File: src/rtl/ad5243_gain_sequencer.sv
// ad5243_gain_sequencer: turns two-channel gain requests into AD5243 3-byte I2C write transactions
// Ports: set_valid/set_rdac1/set_rdac2/set_shdn/force_wr/set_ready form the request side;
// busy/done/err_timeout report status; startflag/I2CAddr/INSData/I2CData/Stopflag drive the byte writer.
module ad5243_gain_sequencer #(
  parameter logic [7:0] DEV_ADDR    = 8'h5E,
  parameter int         GAP_CYC     = 1000,
  parameter int         TIMEOUT_CYC = 200000
) (
  input  logic       clk,
  input  logic       reset,
  input  logic       set_valid,
  input  logic [7:0] set_rdac1,
  input  logic [7:0] set_rdac2,
  input  logic       set_shdn,
  input  logic       force_wr,
  output logic       set_ready,
  output logic       busy,
  output logic       done,
  output logic       err_timeout,
  output logic       startflag,
  output logic [7:0] I2CAddr,
  output logic [7:0] INSData,
  output logic [7:0] I2CData,
  input  logic       Stopflag
);
  typedef enum logic [2:0] {IDLE, LOAD, START, WAIT, GAP} state_t;
  state_t state;
  logic [7:0] p1, p2, w1, w2, cur1, cur2;
  logic pshdn, pforce, pvalid, wshdn, cur_shdn, n1, n2, seq_err;
  logic [17:0] tcnt, gcnt;
  logic consume, pvalid_n, tdone, gdone, idle_n;
  assign set_ready = 1'b1;
  // idle_n predicts whether the FSM sits in IDLE next cycle so busy can be registered
  always_comb begin
    consume  = (state == IDLE) && pvalid;
    pvalid_n = set_valid | (pvalid & ~consume);
    tdone    = tcnt == 18'(TIMEOUT_CYC - 1);
    gdone    = gcnt == 18'(GAP_CYC - 1);
    idle_n   = state == IDLE ? ~pvalid :
               state == LOAD ? ~n1 & ~n2 :
               state == GAP  ? gdone & ~n1 & ~n2 : 1'b0;
  end
  always_ff @(posedge clk) begin
    if (reset) begin
      state       <= IDLE;
      startflag   <= 1'b0;
      busy        <= 1'b0;
      done        <= 1'b0;
      err_timeout <= 1'b0;
      INSData     <= 8'h00;
      I2CData     <= 8'h00;
      I2CAddr     <= DEV_ADDR;
      cur1        <= 8'h80;
      cur2        <= 8'h80;
      cur_shdn    <= 1'b0;
      p1          <= 8'h00;
      p2          <= 8'h00;
      pshdn       <= 1'b0;
      pforce      <= 1'b0;
      pvalid      <= 1'b0;
      w1          <= 8'h00;
      w2          <= 8'h00;
      wshdn       <= 1'b0;
      n1          <= 1'b0;
      n2          <= 1'b0;
      seq_err     <= 1'b0;
      tcnt        <= '0;
      gcnt        <= '0;
    end else begin
      startflag <= 1'b0;
      done      <= 1'b0;
      I2CAddr   <= DEV_ADDR;
      busy      <= ~idle_n | pvalid_n;
      pvalid    <= pvalid_n;
      if (set_valid) begin
        p1          <= set_rdac1;
        p2          <= set_rdac2;
        pshdn       <= set_shdn;
        pforce      <= force_wr;
        err_timeout <= 1'b0;
      end
      case (state)
        IDLE: if (pvalid) begin
          w1      <= p1;
          w2      <= p2;
          wshdn   <= pshdn;
          n1      <= pforce | (p1 != cur1) | (pshdn != cur_shdn);
          n2      <= pforce | (p2 != cur2) | (pshdn != cur_shdn);
          seq_err <= 1'b0;
          state   <= LOAD;
        end
        LOAD: if (n1 | n2) begin
          INSData <= {~n1, 1'b0, wshdn, 5'b0};
          I2CData <= n1 ? w1 : w2;
          state   <= START;
        end else begin
          done  <= 1'b1;
          state <= IDLE;
        end
        START: begin
          startflag <= 1'b1;
          tcnt      <= '0;
          state     <= WAIT;
        end
        // channel 1 is always written first, so a set n1 identifies the channel in flight
        WAIT: if (Stopflag) begin
          if (n1) begin
            cur1 <= w1;
            n1   <= 1'b0;
          end else begin
            cur2 <= w2;
            n2   <= 1'b0;
          end
          cur_shdn <= wshdn;
          gcnt     <= '0;
          state    <= GAP;
        end else if (tdone) begin
          err_timeout <= 1'b1;
          seq_err     <= 1'b1;
          n1          <= 1'b0;
          n2          <= 1'b0;
          gcnt        <= '0;
          state       <= GAP;
        end else begin
          tcnt <= tcnt + 18'd1;
        end
        GAP: if (gdone) begin
          state <= (n1 | n2) ? LOAD : IDLE;
          done  <= ~(n1 | n2) & ~seq_err;
        end else begin
          gcnt <= gcnt + 18'd1;
        end
        default: state <= IDLE;
      endcase
    end
  end
endmodule

File: config.mk
export PLATFORM = sky130hd
export DESIGN_NAME = ad5243_gain_sequencer
export DESIGN_NICKNAME = d
export VERILOG_FILES = /design/src/rtl/ad5243_gain_sequencer.sv
export SDC_FILE = /design/constraint.sdc
export NUM_CORES = 1
export LEC_CHECK = 0
export CORE_ASPECT_RATIO = 0.7
export CORE_MARGIN = 4
export CORE_UTILIZATION = 52
export CTS_BUF_LIST = sky130_fd_sc_hd__clkbuf_16
export DETAILED_ROUTE_END_ITERATION = 8
export GPL_TIMING_DRIVEN = 0
export PLACE_DENSITY = 0.73
export SLEW_MARGIN = 10
export SYNTH_ARGS = -nofsm -noshare
export SYNTH_HDL_FRONTEND = slang
export SYNTH_SLANG_ARGS = --single-unit
File: constraint.sdc
create_clock -name clk -period 2.2 [get_ports clk]
set_input_delay 0.22 -clock clk [delete_from_list [all_inputs] [get_ports clk]]
set_output_delay 0.22 -clock clk [all_outputs]
set_load 0.02 [all_outputs]
Yosys cells after proc, flatten, opt, wreduce, memory -nomap -nowiden
Index checks and enable logic that the tools add are counted.

word-level totals
  register bits = 109
  output and inout port bits = 29
  memory bits (read-only) = 0
  word-level logic and storage cells = 115
  memories = 0
  bits of input ports = 22
  latch bits = 0
  memory bits (writable) = 0

cells by class
  muxes and demuxes = 38
  $mul = 0
  $lt $le $gt $ge = 0
  reduce and logical (&&, ||, !) cells = 16
  $add $sub $neg = 2
  equal/unequal tests = 17
  shifts and indexed selects = 0
  bitwise gates (word level) = 19
  divide/modulo/power cells = 0

operators by type and width
  kind                                                    count
  2-to-1 mux 18 bit                                       5
  one-hot mux 18 bit (2 select lines)                     2
  adder 18 x 1 -> 18 bit (second input constant)          2
  2-to-1 mux 1 bit                                        20
  equality test 18 x 10 -> 1 bit (second input constant)  1
  equality test 18 bit (second input constant)            1
  AND reduction 3 bit                                     6
  != test 8 bit                                           2
  one-hot mux 3 bit (5 select lines)                      1
  2-to-1 mux 3 bit                                        4
  != test 2 bit (second input constant)                   6
  2-to-1 mux 8 bit                                        1
  one-hot mux 1 bit (2 select lines)                      4
  AND reduction 4 bit                                     2
  inverter 1 bit                                          7
  bitwise OR 1 bit                                        7
  equality test 3 x 2 -> 1 bit (second input constant)    2
  != test 3 bit (second input constant)                   2
  AND reduction 2 bit                                     3
  nonzero test 2 bit                                      3
  bitwise AND 1 bit                                       5
  equality test 3 x 1 -> 1 bit (second input constant)    1
  equality test 3 bit (second input constant)             1
  zero test 3 bit                                         1
  3 further kinds                                         3

Logic depth before layout (Yosys ltp)
  depth in word-level cells = 8
  mapped depth = 8

Least setup slack after synthesis
OpenSTA, ideal clock, no wires.

  kind = reg2reg
  from = register tcnt[9]
  to = register gcnt[4]
  slack = -0.001 ns
  arrival time = 2.130 ns
  library setup time = 0.072 ns
  stages on the path, launching flop included = 7
  clock period less this slack = 2.201 ns
  path buffers = 1
  cells stage by stage = dfxtp_1 or4b_4 or4_4 o21a_1 buf_6 a2111oi_4 mux2i_1

on the way
  cells in the longest elaborated chain, start to end = 3

ends and longest elaborated chain
  item                           line  source
  from (decl)                    30    logic [17:0] tcnt, gcnt;
  from (signal assigned)         125   tcnt <= tcnt + 18'd1;
  equality test 18 bit           37    tdone = tcnt == 18'(TIMEOUT_CYC - 1);
  != test 3 bit (no line)        -
  AND reduction 3 bit (no line)  -
  to (signal assigned)           131   gcnt <= gcnt + 18'd1;
  to (decl)                      30

Every way passes these cells.
A chain may end at the register's enable or synchronous reset.

Final worst setup path
  from = register tcnt[12]
  to = register gcnt[8]

Same word-level chain as after synthesis.

==> metrics <==
final core occ 67.7%; top-area cell type share of the netlist area 40.8%; Worst R2R Path Depth 6; register area share after synthesis 40.8%; critical path fanouts, max 6; Register Area 2190 um2; layout cells sized above 1 14.4%; Synth Warn # 0; drt wl/cell 18.2 um; async set-reset flop share out of synthesis 0%; top cells by area, synth dfxtp_1 (41%), mux2i_1 (13%), o211ai_1 (5.2%); Yosys reg bits 109; most frequent cells in the layout dfxtp_1 (103), mux2i_1 (69), nand2_1 (66); Final #Nets 707; number of enable flip-flop cells after synthesis 0; RD Place Congestion 0.936; fmax 431 MHz; vias in the first global route 4512; number of buffers and inverters on the critical path 1; complex-gate fraction of the synthesized area 17.3%; final setup violation count 25; die height 92.9 um; Least-Margin Pin Slew 0.958 ns; Ports 51; Max Buffers Root-to-Sink 2; worst endpoint data arrival time 2.59 ns; Netlist cell types 50; synthesized area 5350 um2; Adder-Cell Fraction of Synth Area 0.468%; CP top delay family simple AND/OR/NAND/NOR gates; post-synthesis simple-gate area fraction 18.7%; Tot GR Track Use 24.3%; WP data required 2.48 ns; I/O Buffers 35; maxcap violations 0; ANT cells 0; Overflow after GRT 0; first-pass detailed-route iteration total 5; area of the multi-input gates 3130 um2; cell leakage power 2.39 nW; initial core utilization 54.2%; WHS Endpoint cur_shdn$_SDFFE_PP0P_; Slew Viols, Final 0; Pwr per Cell Area 633 nW/um2; r2r endpoint gcnt[8]$_SDFFE_PP0P_; die width 129 um; CTS Hold Bufs 0; worst vdd ir 0.000407 V; Layout Skew 0.00743 ns; hold path startpoint cur_shdn$_SDFFE_PP0P_; first-pass GRT wire length 23300 um; Core Area 9870 um2; clk_lat worst skew 0.35 ns; vias 4859; Tcrit/Tclk final 105%; Tightest Hold Check Type reg2reg; initial DRC count 548; final hold violation count 0; slowest stage cell, crit path or4b_4; Setup crit start kind flip-flop; vias per cell 5.95; Antenna Violating Nets Remaining 0; pre-CTS setup slack -0.443 ns; average size of a mapped cell 8.72 um2; worst path cell trace or4b_4 -> or4_4 -> o21a_4 -> buf_12 -> a2111o_1 -> a21oi_2; post-synth top area cell dfxtp_1; dpl cell area 5910 um2; site row count 30; finished layout cell area 6690 um2; Hold Crit Depth 2; r2r setup slk -0.12 ns; RSZ-0062 raised after global routing yes; clock root buffer clkbuf_16; crit end category flip-flop; final wirelength 14900 um; htree depth 3; Clock Sinks 109; TritonCTS buffer count 9; status finished, violations left; failing checks negative setup slack; Tmin final 2.32 ns; Main synth FF type dfxtp_1; HPWL after DPL 10300 um; commonest non-fill, non-tap cell in the layout dfxtp_1; Synth Area in XOR/XNOR 2.95%; setup ws final -0.118 ns; Slowest Stage Delay on Critical Path 0.52 ns; Clock Pin Slew Worst Setup and Hold Paths 0.07 ns; Levels on crit path 6; WS Path Type reg2reg; Syn Inst Count 614; RR Startpoint tcnt[12]$_SDFFE_PP0P_; mux share of post-synthesis cell area 12.9%; pin count of the biggest net entering global routing 20; CTS tree built; Area Overhead vs Synth 24.9%; fillers 791; Die ar. 12000 um2; Residual DRC 0; Max-Slew Margin vs Limit 36.2%; initial antenna violation count 0; largest family of logic cells by synthesized area simple AND/OR/NAND/NOR gates
through the flow:
stage               std cells  total power [W]  hold slack, ns  setup TNS (ns)
floorplan                 627          0.00234           0.367        -0.00139
global placement          790          0.00247           0.454           -9.43
detailed placement        790          0.00248           0.458          -12.33
CTS                       812          0.00424           0.468           -1.25
global route              816          0.00439           0.480           -2.66
finish                    816          0.00423           0.471           -1.13
logic make-up after synthesis:
logic type      after synthesis
compound gates              127
xor+xnor                     18
fa+ha+maj                     2
buf+inv                      78
flops                       109
mux                          69
other cells                   2
simple gates                209
final cells by class:
type | instances | share of cell area (%)
Inverter | 18 | 1.01
Timing Repair Buffer | 47 | 6.90
Clock buffer | 9 | 3.37
Tap cell | 128 | 2.40
Clock inverter | 7 | 1.55
Sequential cell | 109 | 32.8
Multi-Input combinational cell | 440 | 46.9
Buffer | 58 | 5.11
worst reg2reg max path, cell delays in order (launching register included):
cell and delay (ns):
dfxtp_4 0.35, or4b_4 0.52, or4_4 0.45, o21a_4 0.26, buf_12 0.15, a2111o_1 0.36, a21oi_2 0.15
Yosys cell counts (3+ instances only):
master and instances:
a2111oi_0 3, nand2_1 66, clkbuf_1 40, nand3_1 16, and4_1 3, nand2b_1 4, dfxtp_1 109, nand3b_1 3
o21ai_0 6, a2111o_1 4, xor2_1 16, a21oi_1 37, a211oi_1 17, o2111ai_1 5, or3_1 13, o211ai_1 37
and3_1 3, buf_2 4, inv_1 17, nor2_1 61, mux2i_1 69, nand4_1 9, nor4_1 8, and2_1 3
buf_4 15, a2111oi_2 4, nor3_1 8, o31ai_1 3
metal layers:
metal | wire length [um] | vias up | part of all wire (%) | GRT usage (%)
met3 | 1290 | 27 | 8.7 | 6.34
met5 | 0 | - | 0 | 0
met4 | 178 | 0 | 1.2 | 4.37
met2 | 6560 | 223 | 44 | 36.3
met1 | 6820 | 2303 | 46 | 35.5
li1 | - | 2306 | - | -
worst max path at each step:
| stage | startpoint | end |
|---|---|---|
| after floorplan | tcnt[9]$_SDFFE_PP0P_ | gcnt[4]$_SDFFE_PP0P_ |
| final | tcnt[12]$_SDFFE_PP0P_ | gcnt[8]$_SDFFE_PP0P_ |
| after CTS | tcnt[12]$_SDFFE_PP0P_ | gcnt[2]$_SDFFE_PP0P_ |
| after detailed placement | state[1]$_SDFFE_PP0P_ | gcnt[12]$_SDFFE_PP0P_ |
| after global placement | state[1]$_SDFFE_PP0P_ | gcnt[12]$_SDFFE_PP0P_ |
| after global routing | tcnt[12]$_SDFFE_PP0P_ | gcnt[8]$_SDFFE_PP0P_ |
power by group:
part / internal [W] / switching, W
registers: 0.00202 / 0.0000427
clock network: 0.00101 / 0.000768
logic: 0.000160 / 0.000230
total: 0.00319 / 0.00104
state kept, by name, indices dropped and copies added, names as in the netlist, 2 cells and up:
name     flops
I2CData      8
gcnt        18
cur2         8
tcnt        18
state        3
p2           8
INSData      2
w2           8
w1           8
cur1         8
p1           8
what timing repair did:
item,in CTS,in global routing
pin swaps,13,7
gates cloned,1,2
buffers inserted,5,5
gates resized for setup,40,43
setup endpoints to repair,56,57
Power figures use the tool's default switching activity.
